### src/rtl/l1_buffer_fill_controller.sv
`default_nettype none
// ============================================================================
// Module   : l1_buffer_fill_controller
// Purpose  : Write-side burst controller for the per-lane L1 buffer; the read
//            side always takes priority on the shared buffer port.
// Revision : 1.0 - initial release
// ============================================================================
module l1_buffer_fill_controller #(
    parameter int DATA_WIDTH = 8,
    parameter int LANE_COUNT = 4,
    parameter int DATA_DEPTH = 16,
    parameter int IW         = $clog2(DATA_DEPTH),
    parameter int CW         = $clog2(DATA_DEPTH + 1)
) (
    input  logic                  clk,
    input  logic                  rst_n,
    input  logic                  start,
    input  logic [IW-1:0]         base_index,
    input  logic [CW-1:0]         num_rows,
    input  logic                  in_valid,
    input  logic [DATA_WIDTH-1:0] in_data [0:LANE_COUNT-1],
    output logic                  in_ready,
    input  logic                  read_req,
    output logic                  buf_enable,
    output logic                  buf_write,
    output logic [IW-1:0]         buf_write_index,
    output logic [DATA_WIDTH-1:0] buf_data_in [0:LANE_COUNT-1],
    output logic                  busy,
    output logic                  done,
    output logic [CW-1:0]         rows_written
);

    localparam logic [CW-1:0] c_depth_cnt = CW'(DATA_DEPTH);
    localparam logic [IW-1:0] c_last_idx  = IW'(DATA_DEPTH - 1);
    localparam logic [CW-1:0] c_one_cnt   = CW'(1);

    typedef enum logic [1:0] {
        ST_IDLE = 2'd0,
        ST_FILL = 2'd1,
        ST_DONE = 2'd2
    } state_t;

    state_t          r_state;
    state_t          w_state_nxt;
    logic [IW-1:0]   r_index;
    logic [CW-1:0]   r_remaining;
    logic [CW-1:0]   r_rows_written;
    logic [CW-1:0]   w_sat_rows;
    logic            w_launch;

    assign w_sat_rows = (num_rows > c_depth_cnt) ? c_depth_cnt : num_rows;
    assign w_launch   = (r_state == ST_IDLE) && start;

    always_ff @(posedge clk or negedge rst_n) begin
        if (!rst_n) begin
            r_state <= ST_IDLE;
        end else begin
            r_state <= w_state_nxt;
        end
    end

    always_comb begin
        w_state_nxt = r_state;
        in_ready    = 1'b0;
        buf_write   = 1'b0;
        case (r_state)
            ST_IDLE: begin
                if (start) begin
                    w_state_nxt = (w_sat_rows != '0) ? ST_FILL : ST_DONE;
                end
            end
            ST_FILL: begin
                // The read side owns the port whenever it asks for it.
                in_ready  = ~read_req;
                buf_write = in_valid & ~read_req;
                if (buf_write && (r_remaining == c_one_cnt)) begin
                    w_state_nxt = ST_DONE;
                end
            end
            ST_DONE: begin
                w_state_nxt = ST_IDLE;
            end
            default: begin
                w_state_nxt = ST_IDLE;
            end
        endcase
    end

    always_ff @(posedge clk or negedge rst_n) begin
        if (!rst_n) begin
            r_index        <= '0;
            r_remaining    <= '0;
            r_rows_written <= '0;
        end else if (w_launch) begin
            r_index        <= base_index;
            r_remaining    <= w_sat_rows;
            r_rows_written <= '0;
        end else if (buf_write) begin
            // Explicit wrap so non power-of-two depths work.
            r_index        <= (r_index == c_last_idx) ? '0 : r_index + IW'(1);
            r_remaining    <= r_remaining - c_one_cnt;
            r_rows_written <= r_rows_written + c_one_cnt;
        end
    end

    assign buf_enable      = buf_write | read_req;
    assign buf_write_index = r_index;
    assign buf_data_in     = in_data;
    assign busy            = (r_state == ST_FILL);
    assign done            = (r_state == ST_DONE);
    assign rows_written    = r_rows_written;

endmodule
`default_nettype wire

### config.mk
export PLATFORM = sky130hd
export DESIGN_NAME = l1_buffer_fill_controller
export DESIGN_NICKNAME = d
export VERILOG_FILES = /design/src/rtl/l1_buffer_fill_controller.sv
export SDC_FILE = /design/constraint.sdc
export NUM_CORES = 1
export LEC_CHECK = 0
export ABC_AREA = 1
export ABC_CLOCK_PERIOD_IN_PS = 1300
export CAP_MARGIN = 20
export CORE_ASPECT_RATIO = 1.75
export CORE_UTILIZATION = 34
export DETAILED_ROUTE_END_ITERATION = 7
export PLACE_DENSITY = 0.8
export SLEW_MARGIN = 10
export SYNTH_ARGS = -nofsm -noshare
export SYNTH_HDL_FRONTEND = slang
export SYNTH_SLANG_ARGS = --single-unit
### constraint.sdc
create_clock -name clk -period 1.3 [get_ports clk]
set_input_delay 0.195 -clock clk [delete_from_list [all_inputs] [get_ports clk]]
set_output_delay 0.195 -clock clk [all_outputs]
set_load 0.02 [all_outputs]
==> out/qor.yml <==
synth_compound_area_frac: 0.0391
fin_worst_skew_ps: 3.05
initialDrtViolationCount: 27
violations: "setup timing"
std_cell_rows: 28
netlist_instances: 175
grt_pass1_wl_um: 4190
cp_data_arrival_time_ps: 1110
rsz0062_at_grt: "yes"
register_area_sq_um: 402
ctsHtreeMaxLevel: 1
worstSetupPathType: "flip-flop to output port"
endpoint_kind: "output port"
ir_drop_uv: 691
yosysMostFrequentCell: "nand2_1"
synthAdderAreaFrac: 0.0401
synth_nets: 225
maxSlewHeadroom: 0.857
met2_wirelength_um: 1370
clk_latency_ps: 250
place_hpwl_um: 1990
grt_util_all_layers: 0.149
combPwrFrac: 0.560
first_pass_iters: 4
die_y_um: 82.1
yosys.area_share.simple: 0.337
path_clk_slew_ps: 60
tightest_slew_ps: 212
async_flop_share: 1.00
highest_layer: "met4"
yosysSeqAreaShare: 0.321
drive_above_1_share: 0.220
avgSynthCellArea_sq_um: 7.13
critPathMaxFanout: 3
synth_edf_count: 0
grt_max_degree: 17
p_seq_frac: 0.290
antenna_left: 0
antenna_found_initial: 0
setup_viol: 1
fill_cells: 356
slew_violations: 0
grt_pass1_vias: 1075
period_needed_ps: 1310
die_w_um: 47.8
dp.cells: 231
cts_num_sinks: 16
syn_area_sq_mm: 0.00125
synth_xor_area_frac: 0.00702
start_kind: "flip-flop"
cts_tree: "done"
p_int_mw: 1.68
dieArea_sq_mm: 0.00392
timing.fmax_ghz: 0.765
postCtsHoldBufs: 0
fin_nets: 242
finalWorstSetupSlack_ps: -6.56
power.leakage_nw: 0.811
p_total_mw: 2.95
yosys.area.top_type: "dfrtp_1"
synth_seq_cells: 16
io-pin-count: 92
ys.flop_type: "dfrtp_1"
fin_cells: 236
grt_overflow: 0
routed_wl_um: 2570
fin_util: 0.444
clock-root-buffer: "clkbuf_8"
routed-via-count: 1109
synth_top_family_by_area: "simple AND/OR/NAND/NOR gates"
multi_input_area_sq_um: 546
gp_congestion: 0.813
synth_top_cells_by_count: "nand2_1, buf_4, nand3_1"
pwr-share-clk: 0.150
p_sw_mw: 1.27
fin_crit_sh: 1.01
synth.distinct_cells: 19
yosysTopAreaCellShare: 0.321
met1_length_um: 925
antennaDiodeCount: 0
dr_wl_met3_um: 159
wire_per_inst_um: 10.9
p_per_area_mw_per_mm2: 1940
core_sq_mm: 0.00343
cts_inserted_buffers: 3
yosysWarnings: 0
outcome: "complete, but fails checks"
synthMuxAreaShare: 0
io_buffers: 27
avgViaCountPerCell: 4.70
maxCapViolations: 0
drc: 0
cts_buffer_depth: 2
min_path_type: "input port to asynchronous set/reset pin"
hold_viol: 0
start_util: 0.363
area_delta_synth_final_pct: 22.1
synthTopCellsByArea: "dfrtp_1, buf_4, nand2_1"
p_sw_frac: 0.431
worstPathRequired_ps: 1110
power by group through the flow:
| stage | Combinational, mW | Clock (mW) | Sequential, mW |
|---|---|---|---|
| 6_report | 1.65 | 0.442 | 0.854 |
| 5_1_grt | 1.89 | 0.467 | 0.883 |
| 4_1_cts | 1.63 | 0.452 | 0.851 |
| 3_5_place_dp | 1.66 | 0 | 0.862 |
| 3_3_place_gp | 1.63 | 0 | 0.856 |
| 2_1_floorplan | 0.986 | 0 | 0.981 |
worst paths after layout:
check | slack [ps] | to | startpoint | cells after the start
worst max register to register | 10 | r_state[0] | r_state[0] | 7
worst max-delay path | -7 | buf_write | r_state[1] | 4
min in group clk | 390 | buf_data_in[12] | in_data[12] | 0
worst min-delay path | 270 | r_remaining[1] | rst_n | 2
worst min register to register | 520 | r_remaining[4] | r_remaining[4] | 2
max in group asynchronous | 840 | r_state[1] | rst_n | 2
layout make-up:
cell class / count / share of cell area
clock buffer: 4 / 0.0362
inverter: 18 / 0.0485
multi-input combinational: 108 / 0.358
sequential: 16 / 0.264
tap: 45 / 0.0370
timing repair buffer: 45 / 0.256
stage by stage:
| step | TNS (ps) | worst slack, ps | hold slack (ps) | instance area, sq um |
|---|---|---|---|---|
| 2_1_floorplan | 0 | 156 | -101 | 1250 |
| 3_3_place_gp | -3220 | -442 | 390 | 1450 |
| 3_5_place_dp | -3820 | -481 | 390 | 1450 |
| 4_1_cts | -67.3 | -49.3 | 275 | 1500 |
| 5_1_grt | -434 | -66.9 | 297 | 1520 |
| 6_report | -6.56 | -6.56 | 266 | 1520 |
worst max-delay path, stage by stage, from the launching register on:
cell and delay, ps:
dfrtp_2 440, inv_2 70, nand2_2 70, nor2_4 150, buf_6 130
kinds of logic after synthesis:
kind of cell	count (synthesis)
buf+inv	51
xor+xnor	1
flops	16
simple gates	94
fa+ha+maj	4
compound gates	9
repair_timing:
item,CTS,global route
pin swaps,2,3
resized for setup,36,10
buffers inserted,0,1
endpoints found under the setup margin,19,17
per-layer routing:
layer	vias to the layer above	GRT usage
met1	496	0.148
li1	554	-
met5	-	0
met4	0	0.125
met2	40	0.254
met3	19	0.0196
cell usage in the layout, fill, tap and decap left out:
cell / count
xor2_1: 1
clkdlybuf4s50_1: 13
clkinvlp_4: 1
o21ai_0: 3
nand2_4: 2
buf_6: 3
nand3_1: 18
ha_1: 4
dfrtp_1: 15
dfrtp_2: 1
nor2_2: 1
clkbuf_8: 4
buf_4: 19
buf_2: 1
inv_4: 1
o21ai_2: 1
nor2_1: 10
a21oi_1: 4
inv_1: 14
inv_2: 2
nand3b_1: 2
nor2_4: 3
o21ai_1: 1
nand2_1: 52
nand2_2: 3
dlygate4sd2_1: 9
nand4_1: 3
state kept, by name (all words and copies together), names as in the netlist:
register         cells
r_state              2
r_remaining          5
buf_write_index      4
rows_written         5
Power figures use the tool's default switching activity.
